### config.mk
export PLATFORM = sky130hd
export DESIGN_NAME = phase_wave_gen_flat
export DESIGN_NICKNAME = d
export VERILOG_FILES = /design/src/rtl/phase_wave_gen_if.sv /design/src/rtl/phase_wave_gen.sv /design/src/flat_wrapper.sv
export SDC_FILE = /design/constraint.sdc
export NUM_CORES = 1
export LEC_CHECK = 0
export CAP_MARGIN = 0
export CORE_MARGIN = 4
export CORE_UTILIZATION = 40
export CTS_CLUSTER_SIZE = 8
export DETAILED_ROUTE_END_ITERATION = 10
export HOLD_SLACK_MARGIN = 0.15
export PLACE_DENSITY_LB_ADDON = 0.3
export SLEW_MARGIN = 5
export SYNTH_ARGS = -nofsm -noshare
export SYNTH_HDL_FRONTEND = slang
export SYNTH_SLANG_ARGS = --single-unit
### constraint.sdc
create_clock -name clk -period 2.4 [get_ports clk]
set_input_delay 0.6 -clock clk [delete_from_list [all_inputs] [get_ports clk]]
set_output_delay 0.6 -clock clk [all_outputs]
set_load 0.05 [all_outputs]
### src/rtl/phase_wave_gen_if.sv
// rtl/phase_wave_gen_if.sv - control/status bundle between controller and phase wave generator
interface phase_wave_gen_if #(
  parameter int PHASE_BITS = 4
);
  logic                  en;
  logic                  sync;
  logic                  load;
  logic [PHASE_BITS-1:0] phase_init;
  logic                  upd;
  logic                  lead;
  logic                  nout;
  logic                  rise;
  logic [PHASE_BITS-1:0] phase_o;

  modport master (
    output en, sync, load, phase_init, upd, lead,
    input  nout, rise, phase_o
  );

  modport slave (
    input  en, sync, load, phase_init, upd, lead,
    output nout, rise, phase_o
  );
endinterface

### src/rtl/phase_wave_gen.sv
// rtl/phase_wave_gen.sv - square-wave oscillator output stage with comparator-steered phase
module phase_wave_gen #(
  parameter int PHASE_BITS = 4,
  parameter int DIV        = 2
) (
  input logic             clk,
  input logic             re,
  phase_wave_gen_if.slave bus
);
  localparam int PRE_W = (DIV > 1) ? $clog2(DIV) : 1;
  localparam logic [PRE_W-1:0] PRE_LAST = PRE_W'(DIV - 1);

  logic [PRE_W-1:0]      pre;
  logic [PHASE_BITS-1:0] cnt;
  logic [PHASE_BITS-1:0] phase;
  logic [PHASE_BITS-1:0] pos;
  logic                  nout_q;
  logic                  rise_q;
  logic                  high;

  // modular add: the carry out of the top bit is the wrap at N
  assign pos  = cnt + phase;
  assign high = ~pos[PHASE_BITS-1];

  always_ff @(posedge clk) begin
    if (re) begin
      pre <= '0;
      cnt <= '0;
    end else if (bus.sync) begin
      pre <= '0;
      cnt <= '0;
    end else if (bus.en) begin
      if (pre == PRE_LAST) begin
        pre <= '0;
        cnt <= cnt + 1'b1;
      end else begin
        pre <= pre + 1'b1;
      end
    end
  end

  always_ff @(posedge clk) begin
    if (re) begin
      phase <= '0;
    end else if (bus.load) begin
      phase <= bus.phase_init;
    end else if (bus.upd) begin
      phase <= bus.lead ? phase + 1'b1 : phase - 1'b1;
    end
  end

  always_ff @(posedge clk) begin
    if (re) begin
      nout_q <= 1'b0;
      rise_q <= 1'b0;
    end else begin
      nout_q <= bus.en & high;
      rise_q <= bus.en & high & ~nout_q;
    end
  end

  assign bus.nout    = nout_q;
  assign bus.rise    = rise_q;
  assign bus.phase_o = phase;
endmodule
### src/flat_wrapper.sv
// flat-port wrapper written by rule: the top's interface ports become plain ports
module phase_wave_gen_flat 
#(
  parameter int PHASE_BITS = 4,
  parameter int DIV        = 2
)
  (clk, re, bus_en, bus_sync, bus_load, bus_phase_init, bus_upd, bus_lead, bus_nout, bus_rise, bus_phase_o);
  phase_wave_gen_if #(.PHASE_BITS(PHASE_BITS)) bus_i ();
  input logic clk;
  input logic re;
  input wire logic [$bits(bus_i.en)-1:0] bus_en;
  input wire logic [$bits(bus_i.sync)-1:0] bus_sync;
  input wire logic [$bits(bus_i.load)-1:0] bus_load;
  input wire logic [$bits(bus_i.phase_init)-1:0] bus_phase_init;
  input wire logic [$bits(bus_i.upd)-1:0] bus_upd;
  input wire logic [$bits(bus_i.lead)-1:0] bus_lead;
  output wire logic [$bits(bus_i.nout)-1:0] bus_nout;
  output wire logic [$bits(bus_i.rise)-1:0] bus_rise;
  output wire logic [$bits(bus_i.phase_o)-1:0] bus_phase_o;
  assign bus_i.en = bus_en;
  assign bus_i.sync = bus_sync;
  assign bus_i.load = bus_load;
  assign bus_i.phase_init = bus_phase_init;
  assign bus_i.upd = bus_upd;
  assign bus_i.lead = bus_lead;
  assign bus_nout = bus_i.nout;
  assign bus_rise = bus_i.rise;
  assign bus_phase_o = bus_i.phase_o;
  phase_wave_gen #(.PHASE_BITS(PHASE_BITS), .DIV(DIV)) u_core (.clk(clk), .re(re), .bus(bus_i));
endmodule
==> flow_metrics.tcl, run 1 <==
set metrics [dict create \
    clock.fmax_mhz 458.7 \
    port_buffers 16 \
    fin_skew_ps 2.580 \
    synth_nets 80 \
    gp_congestion 0.6953 \
    wl_per_cell_um 13.64 \
    cts_buffers 3 \
    finalCriticalPeriod_ps 2180 \
    p_leak_uw 0.0003266 \
    synth_cell_type_count 28 \
    rows 13 \
    wirelength_um 1309 \
    synth_edf_count 0 \
    status "finished clean" \
    pre_cts_slack_ps 181.3 \
    ys_ff_latch 11 \
    synth_area_um2 608.1 \
    drv_slew 0 \
    crit_required_ps 1800 \
    cts_root_buffer "clkbuf_4" \
    path_cells "clkdlybuf4s50_1" \
    drt_iter0_markers 5 \
    setup_tns_ps 0 \
    overflow 0 \
    worstSkewPairLatency_ps 260 \
    finalHoldViolCount 0 \
    worstSetupPathType "reg2out" \
    maxCapViolations 0 \
    io_pins 17 \
    final_area_um2 804.5 \
    ys.flop_type "dfxtp_1" \
    cts.clk_slew.worst_paths_ps 70 \
    timing.final.crit_share 0.9083 \
    grt_pass1_vias 501 \
    rsz0062_at_grt "no" \
    ctsResizeCount 0 \
    final_nets 99 \
    ys_warn_count 0 \
    antenna_found_initial 0 \
    crit_fanout 5 \
    crit_buf_inv 1 \
    vias 530 \
    drc 0 \
    grtUsageTotal 0.1472 \
    layout-drive-gt1-share 0.06173 \
    cp.arrival_ps 1580 \
    dieWidth_um 46.99 \
    clkSinkCount 11 \
    synth_most_common_cell "dfxtp_1" \
    final-setup-viol-count 0 \
    path_delay_family "buffers and inverters" \
    drt_pass1_iterations 2 \
    synthCells 63 \
    dieArea_mm2 0.002208 \
    ctsLongestPathBuffers 2 \
    fillers 145 \
    n_antenna_cell 0 \
    setup_slack_ps 220.0 \
    cts_tree "done" \
    die_h_um 46.99 \
    grt_pass1_wl_um 2249 \
    cts-htree-levels 1 \
    tightest_slew_ps 498.2 \
    syn_avg_cell_area_um2 9.652 \
    p_per_area_mw_per_mm2 557.4 \
    yosys-top-cells-count "dfxtp_1 (11), a21oi_1 (5), ha_1 (5), nor3_1 (5), xor2_1 (4)" \
    vdd_drop_max_mv 0.3664 \
    yosysTopAreaCell "dfxtp_1" \
    initial_core_util 0.4451 \
    placed_area_um2 778.2 \
    core_area_mm2 0.001366 \
    ys_top_cells_by_area "dfxtp_1 (36%), ha_1 (10%), xor2_1 (5.8%)" \
    cpMaxStageDelayCell "clkdlybuf4s50_1" \
    synth_top_area_frac 0.3621 \
    grt_max_degree 13 \
    start_kind "flip-flop" \
    end_kind "output pin" \
    synth_seq_area_share 0.3621 \
    min_path_type "reg2reg" \
    via_per_inst 5.521 \
    syn_to_final_growth_pct 32.30 \
    cts_hold_buffers 0 \
    slew_headroom 0.6668 \
    cpPeakStageDelay_ps 860 \
    dp_hpwl_um 1002 \
    cts_setup_buffers 0 \
    ys_async_sr_fraction 0 \
    antenna_left 0 \
]
kinds of logic (layout without fill, tap and decap cells):
group,Yosys count,count (layout),synth area share
xor+xnor,7,7,0.1008
buf+inv,3,21,0.02056
compound gates,10,10,0.1173
flops,11,11,0.3621
fa+ha+maj,6,6,0.1358
mux,4,4,0.06790
simple gates,22,22,0.1955
flip-flops by register name, summed over array words and instances (netlist names):
register	flops
u_core.bus.nout	1
u_core.bus.phase_o	4
u_core.bus.rise	1
u_core.cnt	4
u_core.pre	1
stage by stage:
step | hold slack, ps | instances | total power, uW | util
2_1_floorplan | 495.1 | 63 | 278.8 | -
3_3_place_gp | 411.0 | 92 | 322.5 | 0.5696
3_5_place_dp | 413.1 | 92 | 324.2 | 0.5696
4_1_cts | 421.2 | 96 | 453.9 | 0.5888
5_1_grt | 436.8 | 96 | 472.2 | 0.5888
6_report | 416.9 | 96 | 448.4 | 0.5888
cells in the final DEF, fill, tap and decap left out, drive strengths merged, types with 2 or more instances in the layout:
master         instances
clkbuf                 4
xnor2                  3
nand2b                 2
dfxtp                 11
ha                     5
a21oi                  5
xor2                   4
nor3                   5
clkdlybuf4s50         16
nor2                   3
mux2i                  3
nand2                  3
nand3                  3
layout make-up:
type                    count  area [um^2]  area share
multi-input cells          49        375.4      0.4666
flip-flops and latches     11        220.2      0.2737
repair buffers             16        160.2      0.1991
clock buffers               4        26.28     0.03266
well taps                  15        18.77     0.02333
inverters                   1        3.754    0.004666
worst paths after layout:
| kind | from | endpoint | slack [ps] | depth (start not counted) |
|---|---|---|---|---|
| setup / recovery | u_core.bus.phase_o[0] | bus_phase_o[0] | 220 | 1 |
| hold / removal | u_core.bus.nout | u_core.bus.rise | 420 | 1 |
| setup reg to reg | u_core.bus.phase_o[0] | u_core.bus.phase_o[1] | 920 | 4 |
| hold reg to reg | u_core.bus.nout | u_core.bus.rise | 420 | 1 |
routing by layer:
layer | vias to the layer above | track usage | wire length, um
li1 | 269 | - | -
met1 | 250 | 0.1824 | 591
met2 | 9 | 0.2412 | 647
met3 | 2 | 0.03448 | 57
met4 | 0 | 0.06630 | 13
met5 | - | 0 | 0
power by group:
part	internal, uW	total (uW)	switching [uW]
logic	53.7	118	64.3
registers	192	203	11.0
clock network	64.2	127	63.3
Note: power is estimated with default switching activity, not from simulation.
==> run 2: changes to the inputs <==
--- a/config.mk
+++ b/config.mk
@@ -5,12 +5,11 @@
 export SDC_FILE = /design/constraint.sdc
 export NUM_CORES = 1
 export LEC_CHECK = 0
-export CAP_MARGIN = 0
+export CAP_MARGIN = 5
 export CORE_MARGIN = 4
 export CORE_UTILIZATION = 40
 export CTS_CLUSTER_SIZE = 8
 export DETAILED_ROUTE_END_ITERATION = 10
-export HOLD_SLACK_MARGIN = 0.15
 export PLACE_DENSITY_LB_ADDON = 0.3
 export SLEW_MARGIN = 5
 export SYNTH_ARGS = -nofsm -noshare
==> results of run 2 <==
The final DEF is identical to that of run 1; final timing and power are the same.
